[config.mk]
export PLATFORM = sky130hd
export DESIGN_NAME = branch_target_predictor
export DESIGN_NICKNAME = d
export VERILOG_FILES = /design/src/rtl/bp_pkg.sv /design/src/rtl/sat_counter_update.sv /design/src/rtl/branch_target_predictor.sv
export SDC_FILE = /design/constraint.sdc
export NUM_CORES = 1
export LEC_CHECK = 0
export ABC_AREA = 1
export CAP_MARGIN = 20
export CORE_AREA = 3 3 258 260
export CTS_CLUSTER_DIAMETER = 100
export CTS_CLUSTER_SIZE = 20
export DETAILED_ROUTE_END_ITERATION = 10
export DIE_AREA = 0 0 261 263
export GPL_TIMING_DRIVEN = 0
export SLEW_MARGIN = 5
export SYNTH_ARGS = -nofsm -noshare
export SYNTH_HDL_FRONTEND = slang
export SYNTH_SLANG_ARGS = --single-unit
[constraint.sdc]
create_clock -name clk -period 3.9 [get_ports clk]
set_input_delay 0.78 -clock clk [delete_from_list [all_inputs] [get_ports clk]]
set_output_delay 0.78 -clock clk [all_outputs]
set_load 0.005 [all_outputs]
[src/rtl/bp_pkg.sv]
// Shared types and helpers for the branch target predictor: BTB entry layout,
// 2-bit saturating counter arithmetic and PC -> index/tag field extraction.
package bp_pkg;

  localparam int BP_IDX_BITS = 4;
  localparam int BP_PC_W     = 16;
  localparam int TAG_W       = BP_PC_W - BP_IDX_BITS - 1;
  localparam int CTR_W       = 2;

  localparam logic [CTR_W-1:0] CTR_RESET = 2'b01;
  localparam logic [CTR_W-1:0] CTR_ALLOC = 2'b10;

  typedef struct packed {
    logic               valid;
    logic [TAG_W-1:0]   tag;
    logic [BP_PC_W-1:0] target;
    logic [CTR_W-1:0]   ctr;
  } btb_entry_t;

  function automatic logic [CTR_W-1:0] sat_inc(input logic [CTR_W-1:0] c);
    return (c == '1) ? c : c + 1'b1;
  endfunction

  function automatic logic [CTR_W-1:0] sat_dec(input logic [CTR_W-1:0] c);
    return (c == '0) ? c : c - 1'b1;
  endfunction

  // PCs are halfword aligned, so callers pass pc[PC_W-1:1] and bit 0 never enters the BTB.
  function automatic logic [BP_IDX_BITS-1:0] btb_idx(input logic [BP_PC_W-1:1] hw);
    return hw[BP_IDX_BITS:1];
  endfunction

  function automatic logic [TAG_W-1:0] btb_tag(input logic [BP_PC_W-1:1] hw);
    return hw[BP_PC_W-1:BP_IDX_BITS+1];
  endfunction

endpackage

[src/rtl/sat_counter_update.sv]
// Next value of a 2-bit saturating direction counter given the resolved
// branch outcome (taken counts up, not-taken counts down).
module sat_counter_update
  import bp_pkg::*;
(
  input  logic [CTR_W-1:0] i_ctr,
  input  logic             i_jump,
  output logic [CTR_W-1:0] o_ctr
);

  assign o_ctr = i_jump ? sat_inc(i_ctr) : sat_dec(i_ctr);

endmodule

[src/rtl/branch_target_predictor.sv]
// Direct-mapped BTB predictor: zero-latency lookup on the fetch PC, trained
// from the execute stage using PCs tracked through valid-gated pipeline flops.
module branch_target_predictor #(
  parameter int                       IDX_BITS  = bp_pkg::BP_IDX_BITS,
  parameter int                       PC_W      = bp_pkg::BP_PC_W,
  parameter logic [bp_pkg::CTR_W-1:0] CTR_RESET = bp_pkg::CTR_RESET,
  parameter logic [bp_pkg::CTR_W-1:0] CTR_ALLOC = bp_pkg::CTR_ALLOC
) (
  input  logic            clk,
  input  logic            reset,
  input  logic            valid_fetch,
  input  logic            valid_rf_read,
  input  logic            valid_execute,
  input  logic [PC_W-1:0] current_pc,
  input  logic            is_pc_jump,
  input  logic            jump,
  input  logic [PC_W-1:0] target_pc,
  output logic            prediction,
  output logic [PC_W-1:0] prediction_pc
);

  import bp_pkg::*;

  localparam int N_ENT = 1 << IDX_BITS;

  btb_entry_t r_btb [N_ENT];

  logic [PC_W-1:1] r_pc_rf;
  logic [PC_W-1:1] r_pc_ex;
  logic            r_br_ex;

  logic [IDX_BITS-1:0] w_lk_idx;
  logic [IDX_BITS-1:0] w_up_idx;
  btb_entry_t          w_lk;
  btb_entry_t          w_up;
  logic                w_lk_hit;
  logic                w_up_hit;
  logic                w_up_en;
  logic [CTR_W-1:0]    w_up_ctr;

  // Lookup reads the registered array directly, so a same-cycle update is not bypassed.
  assign w_lk_idx      = btb_idx(current_pc[PC_W-1:1]);
  assign w_lk          = r_btb[w_lk_idx];
  assign w_lk_hit      = w_lk.valid && (w_lk.tag == btb_tag(current_pc[PC_W-1:1]));
  assign prediction    = w_lk_hit && w_lk.ctr[1];
  assign prediction_pc = prediction ? w_lk.target : current_pc + PC_W'(2);

  assign w_up_idx = btb_idx(r_pc_ex);
  assign w_up     = r_btb[w_up_idx];
  assign w_up_hit = w_up.valid && (w_up.tag == btb_tag(r_pc_ex));
  assign w_up_en  = valid_execute && r_br_ex;

  sat_counter_update u_ctr_upd (
    .i_ctr  (w_up.ctr),
    .i_jump (jump),
    .o_ctr  (w_up_ctr)
  );

  always_ff @(posedge clk or negedge reset) begin
    if (!reset) begin
      r_pc_rf <= '0;
      r_pc_ex <= '0;
      r_br_ex <= 1'b0;
    end else begin
      if (valid_fetch) begin
        r_pc_rf <= current_pc[PC_W-1:1];
      end
      if (valid_rf_read) begin
        r_pc_ex <= r_pc_rf;
        r_br_ex <= is_pc_jump;
      end
    end
  end

  always_ff @(posedge clk or negedge reset) begin
    if (!reset) begin
      for (int i = 0; i < N_ENT; i++) begin
        r_btb[i] <= '{valid: 1'b0, tag: '0, target: '0, ctr: CTR_RESET};
      end
    end else if (w_up_en) begin
      if (w_up_hit) begin
        r_btb[w_up_idx].ctr <= w_up_ctr;
        if (jump) begin
          r_btb[w_up_idx].target <= target_pc;
        end
      end else if (jump) begin
        // Taken miss evicts whatever alias currently owns the slot.
        r_btb[w_up_idx] <= '{valid: 1'b1, tag: btb_tag(r_pc_ex), target: target_pc, ctr: CTR_ALLOC};
      end
    end
  end

endmodule

# == After elaboration in Yosys (flattened, before gate mapping) ==
# Index checks and enable logic that the tools add are counted.
# word_totals
ff_bits,511
inputBits,39
output_inout_bits,17
wordCells,108
# classes
addsub,3
n_lt_le_gt_ge,3
n_eq_ne,3
muxes,22
bitwise,2
reduce_logical,8
# ops
op,n
$bwmux 480,3
$mux 480,3
$demux 30 s4,3
$bmux 30 s4,2
$mux 30,5
$eq 11x11->1,2
$mux 18,1
$add 16x2->16 const B,1
$mux 16,1
$ge 5x5->1 const B,2
$not 4->5,2
$mux 2,4
$logic_and 1x1->1,5
$lt 5x1->1 const B,1
$add 2x1->2 const B,1
$eq 2x2->1 const B,1
$logic_not 2->1,1
$reduce_and 2->1,1
$reduce_bool 2->1,1
$sub 2x1->2 const B,1

# == Logic depth before layout (Yosys ltp) ==
# Gate-level depths: netlist of the first run.
# depth
depth_word,11
mapped_depth,22
mapped_depth_nobuf,19

# == Modules after synthesis ==
# A second synthesis of the first run with hierarchy kept.
# unflattened
hier_cells,3356
hier_area_um2,25563.3
# by_module_without_submodules
module,instances,cells_each,area_per_inst_um2,seq_area_each_um2
branch_target_predictor,1,3350,25538.2,12807.3
sat_counter_update,1,6,25.0,0.0

# == Worst setup path before layout of the first run ==
# Ideal clock, no wire load.
# synth_path
path_kind,input -> output
startpoint,in current_pc[1]
endpoint,out prediction_pc[15]
arrival_ps,2622
required_time_ps,3120
setup_slack_ps,498
stages,14
path_buffers,7
cell_sequence,buf_2 > inv_1 > buf_2 > buf_2 > buf_2 > buf_2 > buf_2 > clkbuf_1 > nor2_1 > o22ai_1 > nand2_1 > nand3_1 > nand3_1 > nand2_1
# synth_between
elab_chain_len,8
word_cells_on_any_way,9
cone_classes,add/sub (1); eq/ne (1); mux (4); bitwise (1); reduce/logical (2)
# synth_lines
item,line_no,text
from (decl),branch_target_predictor.sv:14,"input logic [PC_W-1:0] current_pc,"
$not 4->5 (implied by the code),branch_target_predictor.sv:43,assign w_lk = r_btb[w_lk_idx];
$bmux 30 s4,branch_target_predictor.sv:43,
$mux 30 (implied by the code) (2 in series),branch_target_predictor.sv:43,
$eq 11x11->1,branch_target_predictor.sv:44,assign w_lk_hit = w_lk.valid && (w_lk.tag == btb_tag(current_pc[PC_W-1:1]));
$logic_and 1x1->1,branch_target_predictor.sv:44,
$logic_and 1x1->1,branch_target_predictor.sv:45,assign prediction = w_lk_hit && w_lk.ctr[1];
$mux 16 *,branch_target_predictor.sv:46,assign prediction_pc = prediction ? w_lk.target : current_pc + PC_W'(2);
to (decl),branch_target_predictor.sv:19,output logic [PC_W-1:0] prediction_pc
# Every way passes the cells marked *; elsewhere a longest branch is shown, timed or not. The select of a mux whose other input is x is not followed.

# == Final worst setup path of the first run ==
# layout_path
startpoint,in current_pc[1]
endpoint,out prediction_pc[4]
# The elaborated chain is that of the path after synthesis.

==> impl_results.md, run 1 <==
* Worst path slowest cell: o211ai_1
* Worst Path Max Fanout at 8
* Worst Hold Class: in2async
* H-tree depth at 1
* DIE AREA at 68640 µm²
* Clock Tree Buf Depth at 3
* Most frequent cells in the layout: nand2_1 (1034), o21ai_0 (664), dfrtp_1 (495)
* Arrival time at the worst endpoint at 3320 ps
* Post-CTS Hold Buffers at 0
* Fill cells at 6569
* Violated checks: negative setup slack
* Sequential-to-total area share from yosys stat at 49.95%
* Synth top area share at approximately half
* Synth Net Count at 3420
* Vias after detailed routing at 25.60k
* Crit-path max cell delay at 300 ps
* Area leader, netlist: dfrtp_1
* Vias/cell at 5.836
* Hold_ws at approximately 55 ps
* Pleak at 13.69 nW
* Dpl hpwl at a little under 80 mm
* Die Height at 263 µm
* Warnings, synthesis at 0
* Post-Synth Simple-Gate Area at 23.19%
* Gpl congestion at 1.035
* CTS tree: built
* Reg2reg path depth at 13
* Synthesized area per cell at 7.586 µm²
* Synth Area in Compound Gates at 19.41%
* Most common cell after layout, fill and taps aside: nand2_1
* Row cnt at a little over 90
* Nature of the critical path endpoint: output pin
* Share of post-route cells with drive strength above 1 at a little over a tenth
* Clk sinks at 511
* Pre-CTS setup slack at -2364 ps
* Worst setup path start: current_pc[1]
* Placed cell count at 4293
* Global Route Usage Sum at 31.62%
* TritonRoute pass-1 iters at 6
* Worst-path clk slew at 90 ps
* Final Critical Period at 4096 ps
* Fin. max-slew vios at 0
* Worst VDD drop at between 0.3 and 0.4 mV
* Number of global-route vias before repair at around 25k
* First-pass GRT wire length at 162.6 mm
* Area share of fa/ha/maj cells after synthesis at less than 1%
* CTS buffer count at 30
* Routed wire per std cell at 25.16 µm
* Routed wire length at 110.4 mm
* Final ANT Viol Nets at 0
* Synth Register Bits at 511
* Main area contributors after synthesis: dfrtp_1 (48%), nand2_1 (16%), o21ai_0 (14%)
* Cells after synthesis at about 3.4k
* Skew-Pair Late Insertion Delay at 650 ps
* Area Overhead vs Synth at 16.41%
* Synth unique cells at 39
* Fin util at 46.38%
* Core area at 64350 µm²
* R2R setup slack at approximately 120 ps
* Met2 WL post-DR at 48.51 mm
* Headroom to the max-slew limit at about a third
* RSZ-0062 raised after global routing: yes
* Reg-to-reg critical path startpoint: r_pc_ex[3]$_DFFE_PN0P_
* WS Path Type: in2out
* RR Endpoint: r_btb[382]$_DFFE_PN0P_
* Non-Filler Instances at roughly 4.4k
* Synth Cell Area at around 26000 µm²
* Critical path required time at 3120 ps
* Ports at 56
* Pwr Density at 467.7 nW/µm²
* Worst-path cell chain: buf_16, inv_8, buf_8, clkbuf_16, nor2_4, o211ai_1, nand3_2, nand4_1, and3_1, nand4_1, nor2_4, nand2_4, buf_12, nand2_8, nand2_4, buf_6
* Synth Area in XOR/XNOR at 0.5466%
* Die W at 261 µm
* Nets@finish at around 3.5k
* Setup WS post-layout at -195.6 ps
* Hold Fails Final Rpt at 0
* Clock Tree Root: clkbuf_16
* Largest family of logic cells by synthesized area: simple AND/OR/NAND/NOR gates
* Post-synthesis mux area share at less than 1%
* FMAX at 244.2 MHz
* Setup violators final at 17
* Status: finished, violations left
* Initial drt markers at approximately 2.9k
* Met3 routed WL at 11.16 mm
* Initial core utilization at between 30% and 40%
* Pwr Total at 13.96 mW
* Slew @ Worst Pin at 968.4 ps
* Total congestion overflow at 0
* Clock skew at 23.86 ps
* Top routing layer in use: met5
* Startpoint types: input pin
* MaxCap Viol Count at 0
* Met1 WL at roughly 43 mm
* Tcrit/Tclk final at 105.0%
* # port buffers at 53
* DRC at 0
* Initial antenna violation count at 5
* Pin count of the biggest net entering global routing at 108
## critical path: cells and delay by family
family / cells / cell delay [ps]
AND/OR/NAND/NOR: 9 / 1370
AO/OA/AOI/OAI: 1 / 300
buffers and inverters: 6 / 820
## Yosys cell counts, drive strengths merged
cell    instances
nand2        1072
o21ai         743
dfrtp         495
nor2          240
clkbuf        170
inv           162
nand3         130
a21oi          93
buf            86
nand4          42
o22ai          34
o211ai         29
a22oi          20
dfstp          16
o221ai         16
xor2           15
a221oi          5
mux2            2
nor4            2
o211a           2
a21o            1
and3            1
clkinv          1
ha              1
nor3            1
xnor2           1
## area by class of cell
| type | count | area [µm²] | area share, % |
|---|---|---|---|
| sequential | 511 | 12810 | 42.91 |
| multi-input combinational | 2451 | 11730 | 39.30 |
| buffer | 255 | 1670 | 5.596 |
| tap | 855 | 1070 | 3.584 |
| timing repair buffer | 94 | 1046 | 3.504 |
| clock buffer | 52 | 843.3 | 2.825 |
| inverter | 163 | 626.9 | 2.100 |
| clock inverter | 4 | 50.05 | 0.1677 |
| antenna | 2 | 5.005 | 0.01677 |
## sequential cells by signal, summed over array words and instances, names as in the netlist
name     flops
r_pc_ex     15
r_btb      480
r_pc_rf     15
r_br_ex      1
## worst max-delay path by stage
stage | end | slack [ps]
after floorplan | prediction_pc[15] | 500
after global routing | prediction_pc[4] | -190
after CTS | prediction_pc[2] | -160
final | prediction_pc[4] | -200
after detailed placement | prediction_pc[10] | -2360
after global placement | r_btb[368]$_DFFE_PN0P_ | -21340
## cell families after synthesis
kind of cell / count (synthesis)
compound gates: 943
xor+xnor: 16
fa+ha+maj: 1
buf+inv: 419
flops: 511
mux: 2
simple gates: 1488
## timing repair
action | CTS | global route
setup endpoints to repair | 17 | 168
gates cloned | 4 | 2
endpoints found under the hold margin | 0 | 0
gates resized for setup | 362 | 134
buffers inserted | 25 | 7
pin swaps | 25 | 31
## power breakdown
group	internal (mW)	switching [mW]
Sequential	6.37	0.725
Combinational	1.16	2.24
Clock	1.49	1.96
Total	9.03	4.93
## stage by stage
step                      area (µm²)  setup TNS, ps
final                          29850          -2540
after global routing           29840          -2610
after CTS                      29380          -2180
after detailed placement       27380         -39420
after global placement         27240              -
after floorplan                25640              0
## layer usage
layer	GRT usage (%)	vias to the layer above
met4	17.86	2
li1	-	11373
met5	0	-
met3	6.041	379
met1	42.05	12329
met2	48.35	1520
Power figures use the tool's default switching activity.
==> run 2: changes to the inputs <==
CORE_AREA = 2 2 257 259   (was 3 3 258 260)
DIE_AREA = 0 0 259 261   (was 0 0 261 263)
SLEW_MARGIN = 20   (was 5)
==> run 2 against run 1 <==
Against the previous run:
- the flow still finishes with violations (negative setup slack)
- total power grew 0.15%
- clock power is essentially flat
- via count is essentially flat
- register-to-register slack gained 170 ps
- design area shrank 0.37%
- utilization shrank 0.66 points
- routed wire length grew 0.41%
==> impl_results.md, run 2 (synthesis gave the netlist of run 1 again) <==
* Status: finished, violations left (unchanged)
* Violated checks: negative setup slack (unchanged)
* Setup violators final at 17 (unchanged)
* Pin count of the biggest net entering global routing at 97 (was 108)
* Worst Hold Class: reg2reg (was in2async)
* Initial core utilization at 39.42% (was 39.85%)
* Headroom to the max-slew limit at 31.60% (was 34.90%)
* Final ANT Viol Nets at 0 (unchanged)
* Reg2reg path depth at 17 (was 13)
* Fin. max-slew vios at 0 (unchanged)
* Routed wire per std cell at 25.21 µm (was 25.16 µm)
* Startpoint types: input pin (unchanged)
* Die Height at 261 µm (was 263 µm)
* Register area at 12810 µm² (unchanged)
* TritonRoute pass-1 iters at 6 (unchanged)
* Share of post-route cells with drive strength above 1 at 10.85% (was 10.71%)
* Pleak at 13.67 nW (was 13.69 nW)
* WHS Path Cells at 2
* Vias after detailed routing at 25.60k (about the same)
* Setup WS post-layout at -295.5 ps (was -195.6 ps)
* Final Critical Period at 4195 ps (was 4096 ps)
* Arrival time at the worst endpoint at 3420 ps (was 3320 ps)
* Worst-path clk slew at 90 ps (about the same)
* Clock Tree Root: clkbuf_16 (unchanged)
* Row cnt at 94 (was 93)
* Pwr Density at 470.2 nW/µm² (was 467.7 nW/µm²)
* Hold wc startpoint: r_btb[180]$_DFFE_PN1P_
* Area Overhead vs Synth at 15.98% (was 16.41%)
* Die W at 259 µm (was 261 µm)
* First-pass GRT wire length at 162.6 mm (about the same)
* Ant. Diodes at 0 (was 2)
* CTS tree: built (unchanged)
* Hold Fails Final Rpt at 0 (unchanged)
* Most frequent cells in the layout: nand2_1 (1046), o21ai_0 (669), dfrtp_1 (495) (was nand2_1 (1034), o21ai_0 (664), dfrtp_1 (495))
* RSZ-0062 raised after global routing: yes (unchanged)
* Ports at 56 (unchanged)
* Fill cells at 6648 (was 6569)
* DRC at 0 (unchanged)
* Skew-Pair Late Insertion Delay at 640 ps (was 650 ps)
* Area of the multi-input gates at 11650 µm² (was 11730 µm²)
* Pwr Total at 13.98 mW (was 13.96 mW)
* Worst VDD drop at 0.3841 mV (was 0.3877 mV)
* Global Route Usage Sum at 32.58% (was 31.62%)
* CTS buffer count at 30 (unchanged)
* Max reg flops at 480 (unchanged)
* Hold_ws at 466.7 ps (was 55.39 ps)
* Nets@finish at 3547 (was 3546)
* FMAX at 238.4 MHz (was 244.2 MHz)
* Critical path required time at 3120 ps (about the same)
* R2R setup slack at 290 ps (was 120 ps)
* # port buffers at 53 (unchanged)
* Core area at 65040 µm² (was 64350 µm²)
* Reg-to-reg critical path startpoint: r_pc_ex[2]$_DFFE_PN0P_ (was r_pc_ex[3]$_DFFE_PN0P_)
* Tcrit/Tclk final at 107.6% (was 105.0%)
* Clk sinks at 511 (unchanged)
* DIE AREA at 67600 µm² (was 68640 µm²)
* Total congestion overflow at 0 (unchanged)
* WHS Endpoint: r_btb[180]$_DFFE_PN1P_
* Clock skew at 18.60 ps (was 23.86 ps)
* Number of global-route vias before repair at 24.49k (was 24.73k)
* Dpl hpwl at 78.69 mm (was 78.10 mm)
* Vias/cell at 5.825 (was 5.836)
* Initial antenna violation count at 0 (was 5)
* Clock Tree Buf Depth at 3 (unchanged)
* Initial drt markers at 3203 (was 2876)
* WS Path Type: in2out (unchanged)
* Pre-CTS setup slack at -2460 ps (was -2364 ps)
* Largest registers: r_btb x480, r_pc_ex x15, r_pc_rf x15 (unchanged)
* Slew @ Worst Pin at 1017 ps (was 968.4 ps)
* Nature of the critical path endpoint: output pin (unchanged)
* Gpl congestion at 1.037 (was 1.035)
* Biggest register: r_btb (unchanged)
* Routed wire length at 110.8 mm (was 110.4 mm)
* MaxCap Viol Count at 0 (unchanged)
* H-tree depth at 1 (unchanged)
* Most common cell after layout, fill and taps aside: nand2_1 (unchanged)
* RR Endpoint: r_btb[350]$_DFFE_PN0P_ (was r_btb[382]$_DFFE_PN0P_)
* Worst Path Max Fanout at 7 (was 8)
* Post-Route Setup TNS at -3597 ps (was -2540 ps)
-- run 2: routing by layer --
layer	track usage (%)	vias to the layer above	wire [µm]
met1	42.92	12348	43510
met2	51.15	1481	49370
li1	-	11396	-
met4	18.56	0	7426
met3	5.372	377	10500
met5	0	-	0
-- run 2: worst max-delay path by stage --
| stage | cells after the start | slack, ps | to | from |
|---|---|---|---|---|
| 6_report | 17 | -300 | prediction_pc[4] | current_pc[1] |
| 5_1_grt | 17 | -330 | prediction_pc[4] | current_pc[1] |
| 4_1_cts | 18 | -240 | prediction_pc[4] | current_pc[1] |
| 3_5_place_dp | 14 | -2460 | prediction_pc[12] | current_pc[2] |
| 3_3_place_gp | 1 | -21480 | r_btb[402]$_DFFE_PN0P_ | reset |
| 2_1_floorplan | 14 | 500 | prediction_pc[15] | current_pc[1] |
-- run 2: timing repair --
action / in CTS / in global routing
buffers inserted: 28 / 3
hold endpoints to repair: 17 / 0
setup endpoints to repair: 17 / 132
gates cloned: 6 / 0
pin swaps: 49 / 17
hold buffers: 1 / 0
gates resized for setup: 412 / 38
-- run 2: final cells by class --
cell class	count	share of cell area, %
inverter	163	2.100
buffer	255	5.550
timing repair buffer	95	3.412
multi-input combinational	2451	39.19
tap	864	3.635
clock buffer	50	2.777
clock inverter	6	0.2609
sequential	511	43.07
-- run 2: power by group --
part           switching, mW  internal [mW]  leakage, nW
Sequential             0.721           6.37         6.62
Combinational           2.26           1.15         6.61
Clock                   1.94           1.53        0.431
-- run 2: worst max-delay path: stages --
cell and delay (ps):
buf_16 130, clkinvlp_4 170, buf_6 180, clkbuf_16 160
o21ai_4 140, o21ai_2 90, o211ai_1 340, nand2_2 160
xor2_2 200, nand2_2 110, nor2_4 280, buf_6 150
buf_6 100, buf_6 100, nand3_2 70, nand2_2 80
buf_2 110
-- run 2: per-stage QoR --
stage / area [µm²] / instances / util [%]
floorplan: 25640 / 3380 / -
global placement: 27250 / 4297 / 41.90
detailed placement: 27420 / 4303 / 42.16
CTS: 29620 / 4394 / 45.54
global route: 29740 / 4395 / 45.72
finish: 29740 / 4395 / 45.72
